<file path="config.mk">
export PLATFORM = sky130hd
export DESIGN_NAME = chirp_sequencer_ctrl
export DESIGN_NICKNAME = d
export VERILOG_FILES = /design/src/rtl/chirp_sequencer_ctrl.sv
export SDC_FILE = /design/constraint.sdc
export NUM_CORES = 1
export LEC_CHECK = 0
export BUFFER_PORTS_ARGS = -buffer_cell sky130_fd_sc_hd__buf_2
export CORE_MARGIN = 2
export CORE_UTILIZATION = 45
export DETAILED_ROUTE_END_ITERATION = 8
export PLACE_DENSITY = 0.7
export RECOVER_POWER = 25
export SYNTH_ARGS = -nofsm -noshare
export SYNTH_HDL_FRONTEND = slang
export SYNTH_SLANG_ARGS = --single-unit
</file>
<file path="constraint.sdc">
create_clock -name aclk -period 4.1 [get_ports aclk]
set_input_delay 0.615 -clock aclk [delete_from_list [all_inputs] [get_ports aclk]]
set_output_delay 0.615 -clock aclk [all_outputs]
set_load 0.01 [all_outputs]
</file>
<file path="src/rtl/chirp_sequencer_ctrl.sv">
`default_nettype none
// ============================================================================
// chirp_sequencer_ctrl : radar chirp sequencer (init/ready/lead/chirp/tail/PRI)
// Optional watchdog: define CHIRP_SEQ_WATCHDOG_EN.      Revision: 1.0
// ============================================================================
module chirp_sequencer_ctrl #(
    parameter int READY_TIMEOUT = 4096,
    parameter int INDEX_WIDTH   = 16
) (
    input  logic                   aclk,
    input  logic                   aresetn,
    input  logic                   start,
    input  logic                   stop,
    input  logic [INDEX_WIDTH-1:0] cfg_num_chirps,
    input  logic [31:0]            cfg_pri_cycles,
    input  logic [7:0]             cfg_adc_lead,
    input  logic [7:0]             cfg_adc_tail,
    input  logic                   chirp_ready,
    input  logic                   chirp_done,
    input  logic                   chirp_active,
    output logic                   chirp_init,
    output logic                   chirp_enable,
    output logic                   adc_enable,
    output logic                   busy,
    output logic                   seq_done,
    output logic [INDEX_WIDTH-1:0] chirp_index,
    output logic                   pri_overrun,
    output logic                   timeout_err
);

    typedef enum logic [2:0] {
        S_IDLE       = 3'd0,
        S_INIT       = 3'd1,
        S_WAIT_READY = 3'd2,
        S_ADC_LEAD   = 3'd3,
        S_CHIRP      = 3'd4,
        S_ADC_TAIL   = 3'd5,
        S_PRI_WAIT   = 3'd6,
        S_DONE       = 3'd7
    } state_t;

    state_t                 state_q, state_d;
    logic [31:0]            pri_cnt_q, pri_cnt_d, pri_q, pri_d, pri_src;
    logic [7:0]             phase_q, phase_d, lead_q, lead_d, tail_q, tail_d;
    logic [INDEX_WIDTH-1:0] num_q, num_d, index_q, index_d, index_inc;
    logic [1:0]             inact_q, inact_d;
    logic                   overrun_q, overrun_d, timeout_q, timeout_d;
    logic                   init_q, init_d, cen_q, cen_d, aen_q, aen_d;
    logic                   busy_q, busy_d, sdone_q, sdone_d;
    logic                   last_after_chirp, last_after_tail;

`ifdef CHIRP_SEQ_WATCHDOG_EN
    localparam int WD_W = $clog2(READY_TIMEOUT + 1);
    logic [WD_W-1:0] wd_q, wd_d;
`endif

    assign index_inc        = index_q + INDEX_WIDTH'(1);
    assign last_after_chirp = (num_q != '0) && (index_inc == num_q);
    assign last_after_tail  = (num_q != '0) && (index_q == num_q);
    assign pri_src          = (state_q == S_IDLE) ? cfg_pri_cycles : pri_q;

    always_comb begin
        state_d   = state_q;
        phase_d   = phase_q;
        index_d   = index_q;
        num_d     = num_q;
        pri_d     = pri_q;
        lead_d    = lead_q;
        tail_d    = tail_q;
        overrun_d = overrun_q;
        timeout_d = timeout_q;
        inact_d   = 2'd0;
        pri_cnt_d = (pri_cnt_q != 32'd0) ? pri_cnt_q - 32'd1 : 32'd0;

        case (state_q)
            S_IDLE: begin
                if (start && !stop && cfg_pri_cycles != 32'd0) begin
                    state_d   = S_INIT;
                    num_d     = cfg_num_chirps;
                    pri_d     = cfg_pri_cycles;
                    lead_d    = cfg_adc_lead;
                    tail_d    = cfg_adc_tail;
                    index_d   = '0;
                    overrun_d = 1'b0;
                    timeout_d = 1'b0;
                end
            end
            S_INIT: state_d = S_WAIT_READY;
            S_WAIT_READY: begin
                if (chirp_ready) begin
                    if (lead_q == 8'd0) begin
                        state_d = S_CHIRP;
                    end else begin
                        state_d = S_ADC_LEAD;
                        phase_d = lead_q - 8'd1;
                    end
                end
            end
            S_ADC_LEAD: begin
                if (phase_q == 8'd0) state_d = S_CHIRP;
                else                 phase_d = phase_q - 8'd1;
            end
            S_CHIRP: begin
                if (chirp_done) begin
                    index_d = index_inc;
                    if (tail_q == 8'd0) begin
                        state_d = last_after_chirp ? S_DONE : S_PRI_WAIT;
                    end else begin
                        state_d = S_ADC_TAIL;
                        phase_d = tail_q - 8'd1;
                    end
                end
            end
            S_ADC_TAIL: begin
                if (phase_q == 8'd0) state_d = last_after_tail ? S_DONE : S_PRI_WAIT;
                else                 phase_d = phase_q - 8'd1;
            end
            S_PRI_WAIT: if (pri_cnt_q == 32'd0) state_d = S_INIT;
            S_DONE:     state_d = S_IDLE;
            default:    state_d = S_IDLE;
        endcase

`ifdef CHIRP_SEQ_WATCHDOG_EN
        wd_d = '0;
        if ((state_q == S_WAIT_READY || state_q == S_CHIRP) && state_d == state_q) begin
            if (wd_q == WD_W'(READY_TIMEOUT - 1)) begin
                state_d   = S_DONE;
                timeout_d = 1'b1;
            end else begin
                wd_d = wd_q + WD_W'(1);
            end
        end
`endif

        // Abort wins over every other transition, including a same-cycle chirp_done.
        if (stop && state_q != S_IDLE && state_q != S_DONE) begin
            state_d = S_DONE;
            index_d = index_q;
        end

        if (state_d == S_INIT) pri_cnt_d = pri_src - 32'd1;
        if (state_d == S_PRI_WAIT && state_q != S_PRI_WAIT && pri_cnt_q == 32'd0)
            overrun_d = 1'b1;

        if (state_q == S_CHIRP && !chirp_active) begin
            if (inact_q == 2'd2) timeout_d = 1'b1;
            inact_d = (inact_q == 2'd2) ? 2'd2 : inact_q + 2'd1;
        end

        init_d  = (state_d == S_INIT);
        cen_d   = (state_d == S_CHIRP);
        aen_d   = (state_d == S_ADC_LEAD) || (state_d == S_CHIRP) || (state_d == S_ADC_TAIL);
        busy_d  = (state_d != S_IDLE);
        sdone_d = (state_d == S_DONE);
    end

    always_ff @(posedge aclk) begin
        if (!aresetn) begin
            state_q   <= S_IDLE;
            pri_cnt_q <= 32'd0;
            pri_q     <= 32'd0;
            phase_q   <= 8'd0;
            lead_q    <= 8'd0;
            tail_q    <= 8'd0;
            num_q     <= '0;
            index_q   <= '0;
            inact_q   <= 2'd0;
            overrun_q <= 1'b0;
            timeout_q <= 1'b0;
            init_q    <= 1'b0;
            cen_q     <= 1'b0;
            aen_q     <= 1'b0;
            busy_q    <= 1'b0;
            sdone_q   <= 1'b0;
        end else begin
            state_q   <= state_d;
            pri_cnt_q <= pri_cnt_d;
            pri_q     <= pri_d;
            phase_q   <= phase_d;
            lead_q    <= lead_d;
            tail_q    <= tail_d;
            num_q     <= num_d;
            index_q   <= index_d;
            inact_q   <= inact_d;
            overrun_q <= overrun_d;
            timeout_q <= timeout_d;
            init_q    <= init_d;
            cen_q     <= cen_d;
            aen_q     <= aen_d;
            busy_q    <= busy_d;
            sdone_q   <= sdone_d;
        end
    end

`ifdef CHIRP_SEQ_WATCHDOG_EN
    always_ff @(posedge aclk) begin
        if (!aresetn) wd_q <= '0;
        else          wd_q <= wd_d;
    end
`endif

    assign chirp_init   = init_q;
    assign chirp_enable = cen_q;
    assign adc_enable   = aen_q;
    assign busy         = busy_q;
    assign seq_done     = sdone_q;
    assign chirp_index  = index_q;
    assign pri_overrun  = overrun_q;
    assign timeout_err  = timeout_q;

endmodule
`default_nettype wire

</file>
==> impl_metrics.py <==
metrics = {
    "detailed_routing": {
        "drt-wirelength-per-cell_um": 15.4,
        "ant_nets": 0,
        "totalWireLength_mm": 20.1,
        "detail_route.drc_violations": 0,
        "viasPerCell": 5.60,
        "drt_first_pass_iters": 5,
        "detailedRoute.firstIterationViolations": 598,
        "detailroute.via_count": 7295,
    },
    "setup_path": {
        "worstPathRequired_ps": 4420,
        "critical_path.slowest_cell": "a21oi_4",
        "critical_path_class": "reg -> reg",
        "worst_setup_path_start_kind": "flop",
        "timing.critical_path.cells": "or4_1 > nor4_1 > nand3_2 > o21a_1 > a21oi_4 > buf_4 > nor3_1 > a31o_1",
        "kind_of_cell_adding_the_most_delay_to_the_critical_path": "simple AND/OR/NAND/NOR gates",
        "r2r_setup_slack_ps": 460,
        "worst_r2r_startpoint": "pri_cnt_q[14]$_SDFF_PN0_",
        "r2r_depth": 8,
        "cp_slowest_stage_delay_ps": 820,
        "worstPathMaxFanout": 44,
        "endpoint_of_the_worst_register_to_register_path": "pri_cnt_q[21]$_SDFF_PN0_",
        "endpoint_kind": "flop",
        "bufs_and_invs_on_worst_path": 1,
        "worstPathArrival_ps": 3960,
    },
    "global_route": {
        "grt_overflow_total": 0,
        "grt_start_max_net_pins": 65,
        "first_pass_grt_wire_length_mm": 33.3,
        "number_of_antenna_violations_at_the_first_check_in_global_routing": 0,
        "via_count_of_the_first_global_routing_pass": 6560,
        "globalRouteTotalUtil_pct": 22.5,
    },
    "finish": {
        "synthToLayoutAreaGrowth_pct": 13.7,
        "final_core_utilization_pct": 52.8,
        "antenna_diode_instance_count": 0,
        "fillers": 1641,
        "nNetsFinal": 1147,
        "post_route_cells_drive_above_1_share_pct": 12.7,
        "multi_input_area_um2": 4760,
        "regArea_um2": 2640,
    },
    "synthesis": {
        "synth_enable_flop_cells": 0,
        "synth.lib_cells_used.distinct": 73,
        "ys.flop_type": "dfxtp_1",
        "synth_warnings": 0,
        "synth.ff_latch_count": 132,
        "synth.cell_area_um2": 7750,
        "postSynthAreaPerCell_um2": 7.66,
        "ys_seq_area_share_pct": 34.1,
        "ys_async_sr_fraction_pct": 0,
        "syn-num-nets": 1088,
        "cells_after_synth": 1012,
    },
    "floorplanning": {
        "floorplan.die.width_um": 135,
        "num_rows": 47,
        "die_height_um": 135,
        "initial_utilization_pct": 46.4,
        "io_pins": 94,
        "core_um2": 16700,
        "die_area_um2": 18300,
    },
    "min_path": {
        "worst_hold_path_endpoint": "inact_q[0]$_SDFF_PP0_",
        "timing.hold.worst_path_depth": 1,
        "critical_hold_path_startpoint": "inact_q[0]$_SDFF_PP0_",
        "hold_class": "reg -> reg",
    },
    "clock_tree": {
        "cts.clk_slew.worst_paths_ps": 60,
        "cts_post_setup_buffers_inserted": 0,
        "cts.sinks": 132,
        "cts_hold_buffers_added": 0,
        "clockBufferDepth": 2,
        "cts_tree": "built",
        "tritoncts.num_buffers": 17,
        "clock_insertion_delay_worst_skew_ps": 430,
        "post_cts_resized": 0,
        "cts-root-buf": "clkbuf_16",
        "cts_htree_levels": 4,
    },
    "sta": {
        "clk_skew_ps": 6.75,
        "timing.final.hold_violations": 0,
        "max_freq_ghz": 0.275,
        "final-max-slew-violation-count": 0,
        "rsz0062_at_grt": "no",
        "final.min_clock_period_ps": 3640,
        "setup_viol": 0,
        "post-route-period-util_pct": 88.8,
        "max-slew-margin-rel_pct": 15.9,
        "fin_tns_setup_ps": 0,
        "timing_worst_slew_pin_value_ps": 1260,
    },
    "pwr": {
        "p_switching_uw": 2870,
        "internal-power_uw": 3810,
        "power.share.clock_pct": 22.6,
        "combinational_power_share_pct": 49.7,
        "seq_power_share_pct": 27.7,
        "power.share.switching_pct": 42.9,
        "static-leakage-power_uw": 0.00324,
        "max-vdd-ir-drop_v": 0.000433,
        "p_per_area_nw_per_um2": 757,
    },
    "placement": {
        "routability_driven_placement_congestion_ratio": 0.900,
        "final_hpwl_dp_mm": 14.2,
        "port-buffer-count": 93,
    },
    "job": {
        "drv.max_cap_violation_count": 0,
    },
    "run_status": {
        "outcome": "finished clean",
    },
}
==> how the worst max path moves through the flow <==
stage	startpoint	endpoint	slack, ps	depth (start not counted)
2_1_floorplan	state_q[2]$_SDFF_PN0_	pri_cnt_q[28]$_SDFF_PN0_	70	14
3_3_place_gp	state_q[2]$_SDFF_PN0_	pri_cnt_q[28]$_SDFF_PN0_	730	10
3_5_place_dp	state_q[1]$_SDFF_PN0_	pri_cnt_q[30]$_SDFF_PN0_	640	10
4_1_cts	state_q[1]$_SDFF_PN0_	pri_cnt_q[28]$_SDFF_PN0_	600	10
5_1_grt	pri_cnt_q[14]$_SDFF_PN0_	pri_cnt_q[21]$_SDFF_PN0_	150	9
6_report	pri_cnt_q[14]$_SDFF_PN0_	pri_cnt_q[21]$_SDFF_PN0_	460	8
==> power by group through the flow <==
| stage | sequential [µW] | combinational (µW) | clock, µW |
|---|---|---|---|
| 2_1_floorplan | 1790 | 2690 | 0 |
| 3_3_place_gp | 1860 | 3300 | 0 |
| 3_5_place_dp | 1870 | 3300 | 0 |
| 4_1_cts | 1850 | 3340 | 1530 |
| 5_1_grt | 1890 | 3670 | 1580 |
| 6_report | 1850 | 3320 | 1510 |
==> layer usage <==
| layer | routed length (µm) | track usage (%) |
|---|---|---|
| met3 | 1150 | 5.01 |
| met1 | 9960 | 32.7 |
| met5 | 0 | 0 |
| met4 | 255 | 6.19 |
| met2 | 8710 | 33.5 |
==> placed cells by master, fill, tap and decap left out, types with 4 or more instances in the layout <==
cell type  instances
nand2_1          195
dfxtp_1          132
nor2_1            88
a21oi_1           87
buf_2             69
xnor2_1           65
nor3_1            48
xor2_1            36
mux2i_1           30
nand3_1           28
clkbuf_1          28
nor4_1            27
o31ai_1           22
o21ai_0           18
clkbuf_16         17
nand4_1           16
or3_1             16
inv_1             12
or4_1             12
buf_4             10
nor2b_1            7
o21a_1             7
a22oi_1            6
clkinv_2           6
or2_2              5
ha_1               5
and2_1             4
nand2b_1           4
o21ai_1            4
a31o_2             4
o211ai_1           4
==> stage by stage <==
stage	total power, µW	hold WS, ps	instances	worst slack, ps	instance area [µm²]
2_1_floorplan	4480	399	1012	65.7	7750
3_3_place_gp	5160	411	1272	733	8310
3_5_place_dp	5180	410	1272	637	8310
4_1_cts	6710	418	1303	603	8890
5_1_grt	7130	423	1303	154	8820
6_report	6680	417	1303	460	8820
==> final cells by class <==
class | instances | share of cell area [%]
multi-input combinational | 802 | 54.0
sequential | 132 | 30.0
timing repair buffer | 105 | 5.89
clock buffer | 20 | 4.95
tap | 220 | 3.12
clock inverter | 11 | 1.55
inverter | 13 | 0.553
==> registers in the layout (all words and copies together), names as in the netlist, 2 cells and up <==
name and flops:
inact_q 2, phase_q 8, state_q 3, tail_q 8, pri_cnt_q 32, num_q 16
lead_q 8, chirp_index 16, pri_q 32
==> worst reg2reg max path, stage by stage, from the launching register on <==
cell,delay [ps]
dfxtp_1,340
or4_1,590
nor4_1,550
nand3_2,270
o21a_1,310
a21oi_4,820
buf_4,390
nor3_1,90
a31o_1,180
==> logic make-up (layout without fill, tap and decap cells) <==
| group | Yosys count | after routing | synth area share, % |
|---|---|---|---|
| AND/OR/NAND/NOR | 475 | 475 | 29.4 |
| AO/OA/AOI/OAI | 190 | 190 | 16.0 |
| flip-flops | 132 | 132 | 34.1 |
| XOR/XNOR | 101 | 101 | 11.4 |
| buffers and inverters | 78 | 149 | 4.29 |
| multiplexers | 31 | 31 | 4.02 |
| adder cells (fa/ha/maj) | 5 | 5 | 0.807 |
==> synthesized netlist by cell type, types with 20 or more instances <==
cell type / n / area [µm²]
nor2_1: 88 / 330
o31ai_1: 22 / 165
xnor2_1: 65 / 569
mux2i_1: 30 / 300
nand3_1: 28 / 140
buf_2: 20 / 100
clkbuf_1: 38 / 143
dfxtp_1: 132 / 2640
xor2_1: 36 / 315
a21oi_1: 87 / 435
nand2_1: 195 / 732
nor3_1: 50 / 250
nor4_1: 25 / 156
Power figures use the tool's default switching activity.
